[src/rtl/hit_sel_sched.sv]
// Hit-driven round-robin grant scheduler.
// A requester whose hit rises while the shared resource is not pending is latched into a
// request mask. Requesters are granted one at a time in round-robin order. Each grant waits
// for pending to go high, then issues a one-cycle one-hot sel pulse to the owner.
// Optional feature macro: HIT_SEL_SCHED_TIMEOUT_EN adds a wait timeout with a timeout_err pulse.
module hit_sel_sched #(
   parameter int unsigned NREQ = 4,
   parameter int unsigned TMO  = 15
) (
   input  logic                    clk,
   input  logic                    rst,
   input  logic [NREQ-1:0]         hit,
   input  logic                    pending,
   output logic [NREQ-1:0]         sel,
   output logic [$clog2(NREQ)-1:0] grant_id,
   output logic                    busy,
   output logic                    timeout_err
);

   localparam int unsigned IdW = $clog2(NREQ);

   typedef enum logic [1:0] {StIdle, StWaitPend, StSel} state_e;

   // Reject configurations outside the supported range at elaboration
   if (NREQ < 2 || NREQ > 16 || TMO < 1 || TMO > 255) begin : g_bad_cfg
      $error("hit_sel_sched: NREQ or TMO out of range");
   end

   state_e             state_q, state_d;
   logic [NREQ-1:0]    prev_q;
   logic [NREQ-1:0]    mask_q, mask_d;
   logic [IdW-1:0]     grant_q, grant_d;
   logic [IdW-1:0]     last_q, last_d;
   logic [NREQ-1:0]    term, rise, cand, win_oh;
   logic [IdW-1:0]     win;
   logic               found;

`ifdef HIT_SEL_SCHED_TIMEOUT_EN
   logic [7:0]         cnt_q, cnt_d;
   logic               tmo_q, tmo_d;
`endif

   // Edge-detect the qualified hit term against its registered copy
   always_comb begin
      term = hit & {NREQ{~pending}};
      rise = term & ~prev_q;
      cand = mask_q | rise;
   end

   // Round-robin pick among candidates, searching from last_owner+1
   always_comb begin
      win    = last_q;
      found  = 1'b0;
      win_oh = '0;
      for (int unsigned i = 1; i <= NREQ; i++) begin
         if (!found && cand[IdW'((32'(last_q) + i) % NREQ)]) begin
            found = 1'b1;
            win   = IdW'((32'(last_q) + i) % NREQ);
         end
      end
      win_oh[win] = 1'b1;
   end

   // Next-state logic; rises are always folded into the mask so none are lost
   always_comb begin
      state_d = state_q;
      mask_d  = mask_q | rise;
      grant_d = grant_q;
      last_d  = last_q;
`ifdef HIT_SEL_SCHED_TIMEOUT_EN
      cnt_d   = cnt_q;
      tmo_d   = 1'b0;
`endif
      unique case (state_q)
         StIdle: begin
            if (found) begin
               grant_d = win;
               mask_d  = mask_d & ~win_oh;
               state_d = StWaitPend;
`ifdef HIT_SEL_SCHED_TIMEOUT_EN
               cnt_d   = '0;
`endif
            end
         end
         StWaitPend: begin
            if (pending) begin
               state_d = StSel;
            end else begin
`ifdef HIT_SEL_SCHED_TIMEOUT_EN
               cnt_d = cnt_q + 8'd1;
               if (cnt_q + 8'd1 == 8'(TMO)) begin
                  // Owner gives up: back to idle without a sel pulse
                  state_d         = StIdle;
                  tmo_d           = 1'b1;
                  last_d          = grant_q;
                  mask_d[grant_q] = 1'b0;
               end
`endif
            end
         end
         StSel: begin
            state_d = StIdle;
            last_d  = grant_q;
         end
         default: state_d = StIdle;
      endcase
   end

   // State registers; last_owner resets to NREQ-1 so the first search starts at 0
   always_ff @(posedge clk or posedge rst) begin
      if (rst) begin
         state_q <= StIdle;
         prev_q  <= '0;
         mask_q  <= '0;
         grant_q <= '0;
         last_q  <= IdW'(NREQ - 1);
      end else begin
         state_q <= state_d;
         prev_q  <= term;
         mask_q  <= mask_d;
         grant_q <= grant_d;
         last_q  <= last_d;
      end
   end

`ifdef HIT_SEL_SCHED_TIMEOUT_EN
   // Wait-cycle counter and registered timeout pulse
   always_ff @(posedge clk or posedge rst) begin
      if (rst) begin
         cnt_q <= '0;
         tmo_q <= 1'b0;
      end else begin
         cnt_q <= cnt_d;
         tmo_q <= tmo_d;
      end
   end
   assign timeout_err = tmo_q;
`else
   assign timeout_err = 1'b0;
`endif

   // Outputs decoded from state only, so reset clears them immediately
   always_comb begin
      sel = '0;
      if (state_q == StSel) sel[grant_q] = 1'b1;
      busy     = (state_q != StIdle);
      grant_id = grant_q;
   end

endmodule

[config.mk]
export PLATFORM = sky130hd
export DESIGN_NAME = hit_sel_sched
export DESIGN_NICKNAME = d
export VERILOG_FILES = /design/src/rtl/hit_sel_sched.sv
export SDC_FILE = /design/constraint.sdc
export NUM_CORES = 1
export LEC_CHECK = 0
export CAP_MARGIN = 30
export CORE_MARGIN = 2
export CORE_UTILIZATION = 30
export CTS_BUF_LIST = sky130_fd_sc_hd__clkbuf_2
export CTS_CLUSTER_DIAMETER = 80
export DETAILED_ROUTE_END_ITERATION = 12
export SLEW_MARGIN = 20
export SYNTH_ARGS = -nofsm -noshare
export SYNTH_HDL_FRONTEND = slang
export SYNTH_SLANG_ARGS = --single-unit
[constraint.sdc]
create_clock -name clk -period 2.48 [get_ports clk]
set_clock_uncertainty 0.2 [all_clocks]
set_input_delay 0.372 -clock clk [delete_from_list [all_inputs] [get_ports clk]]
set_output_delay 0.372 -clock clk [all_outputs]
set_load 0.02 [all_outputs]
==> results.cfg <==
[status]
status = finished clean

[synth]
synthFlopType = dfrtp_1
netlist_area_sq_um = 722
yosys_warnings = 0
synthXorXnorAreaFrac = 0
ys_types = 31
synth_enable_flop_cells = 0
syn_nets = 79
async_reset_ff_frac = 1.00
yosys.area_share.simple = 0.305
synth-seq-cells = 14
syn_inst = 72
synthAdderAreaFrac = 0
synth_compound_area_frac = 0.144
synth.yosys.seq_area_share = 0.489
postSynthAreaPerCell_sq_um = 10.0
yosys-mux-area-fraction = 0.0156
synth_top_family_by_area = simple AND/OR/NAND/NOR gates

[worst_setup_path]
ff2ff_path_depth = 7
crit_arrival_ns = 2.35
crit_type = in -> reg
max_stage_delay_ns = 0.54
end_kind = flip-flop
cp_slowest_cell = clkdlybuf4s50_1
start_kind = input pin
cp_cell_sequence = clkdlybuf4s50_1, buf_4, nor3b_4, nor2_2, buf_4, o2bb2ai_1, a211oi_2, mux2_2
cp_max_fo = 7
cp.required_ns = 2.52
crit_path_frequent_cell = buf_4

[die]
rows = 17
die_w_um = 53.1
num_io_pins = 15
core_area_sq_mm = 0.00223
start_util = 0.323
dieArea_sq_mm = 0.00281
die_y_um = 53.1

[clocking]
postCtsSetupBuffers = 0
cts.clk_slew.worst_paths_ns = 0.15
clock_path_buffers = 2
cts_tree = yes
numCtsBuffers = 3
root_buffer = clkbuf_2
cts_hold_buf = 0
insertion_delay_ns = 0.30
cts_resized = 0
cts_max_level = 1
clkSinkCount = 14

[timing]
fin_setup_tns_ns = 0
max_freq_mhz = 434
fin_crit_ns = 2.30
min_period_over_period = 0.929
hold_viol = 0
final_max_slew_viol_count = 0
rsz0062_at_grt = false
max-slew-margin-rel = 0.641
whs_ns = 0.189
final-setup-viol-count = 0
worst_pin_slew_ns = 0.537

[min_path]
min_path_type = in -> async

[finish]
nNetsFinal = 104
num_antenna_cells = 0
fin_cells = 124
drive_above_1_share = 0.219
nFillCells = 232
utilization = 0.430
syn2layout_area_growth_pct = 32.9

[routing]
drt_first_iter_violations = 14
drc = 0
vias = 618
ant_nets = 0
wl_mm = 1.71
firstDrtPassIters = 4
wl_per_cell_um = 13.8
viasPerCell = 4.98

[placement]
dp_cells = 120
place.gp.congestion = 0.807
dp_hpwl_mm = 1.24
io_buffers = 13

[grt]
grt_overflow = 0
grt.total_usage = 0.152
grt_pass1_vias = 668
grt_first_pass_wirelength_mm = 3.09
antenna_found_initial = 0
grt_max_degree = 15

[power]
p_total_uw = 970
power.leakage_uw = 0.000413
cellPowerDensity_mw_per_mm2 = 1010
vdd_drop_max_v = 0.000525

[job]
drv_cap = 0
sequential cells by signal (all words and copies together), names as in the netlist:
name	cells
prev_q	4
grant_id	2
last_q	2
state_q	2
mask_q	4
area by class of cell:
class | instances | area [sq um] | area share
clock buffers | 3 | 15.0 | 0.0156
clock inverters | 1 | 3.75 | 0.00391
inverters | 3 | 11.3 | 0.0117
multi-input cells | 53 | 342 | 0.356
flip-flops and latches | 14 | 353 | 0.368
well taps | 28 | 35.0 | 0.0365
repair buffers | 22 | 200 | 0.209
layout by cell type (no fill, tap or decap), types with 2 or more instances in the layout:
| cell | n |
|---|---|
| a31oi_1 | 3 |
| and3_1 | 2 |
| buf_4 | 9 |
| clkbuf_2 | 3 |
| clkdlybuf4s50_1 | 12 |
| dfrtp_1 | 12 |
| dfstp_2 | 2 |
| inv_1 | 3 |
| nand2_1 | 6 |
| nor2_1 | 8 |
| nor2b_1 | 4 |
| nor3_1 | 4 |
| nor3b_1 | 2 |
| nor3b_2 | 2 |
| o21ai_0 | 3 |
| o32a_1 | 2 |
power breakdown:
part	total (uW)	internal (uW)	switching, uW
Sequential	397	312	84.9
Combinational	457	221	236
Clock	116	35.0	81.0
per-layer routing:
metal	routed length [um]	vias up	GRT usage
li1	-	301	-
met1	832	295	0.218
met2	763	17	0.223
met3	75	5	0.0198
met4	38	0	0.0769
met5	0	-	0
logic make-up after synthesis:
| group | after synthesis |
|---|---|
| buf+inv | 5 |
| other cells | 1 |
| simple gates | 37 |
| compound gates | 14 |
| flops | 14 |
| mux | 1 |
final timing paths:
check	from	endpoint	slack [ns]
worst max-delay path	pending	grant_id[1]	0.18
worst min-delay path	rst	mask_q[2]	0.19
worst min register to register	last_q[0]	last_q[0]	0.32
max in group asynchronous	rst	last_q[1]	1.52
min in group clk	last_q[0]	last_q[0]	0.32
worst max register to register	prev_q[1]	grant_id[1]	0.54
critical path: cells and delay by family:
| kind | cells | cell delay (ns) |
|---|---|---|
| and+or+nand+nor | 2 | 0.26 |
| AOI/OAI and AO/OA | 2 | 0.56 |
| buffers and inverters | 3 | 0.89 |
| muxes | 1 | 0.24 |
through the flow:
stage | instance area [sq um] | worst slack [ns]
final | 960 | 0.175
after global placement | 936 | -0.0502
after global routing | 960 | 0.0544
after detailed placement | 936 | -0.107
after floorplan | 722 | 0.587
after CTS | 955 | 0.114
synth_stat cells (2+ instances only):
| cell | count | area share |
|---|---|---|
| a31oi_1 | 3 | 0.026 |
| and3_1 | 2 | 0.017 |
| dfrtp_1 | 12 | 0.42 |
| dfstp_2 | 2 | 0.073 |
| inv_1 | 3 | 0.016 |
| nand2_1 | 6 | 0.031 |
| nor2_1 | 8 | 0.042 |
| nor2b_1 | 5 | 0.043 |
| nor3_1 | 4 | 0.028 |
| nor3b_1 | 2 | 0.021 |
| nor3b_2 | 2 | 0.035 |
| o21ai_0 | 3 | 0.021 |
| o32a_1 | 2 | 0.028 |
Power figures use the tool's default switching activity.
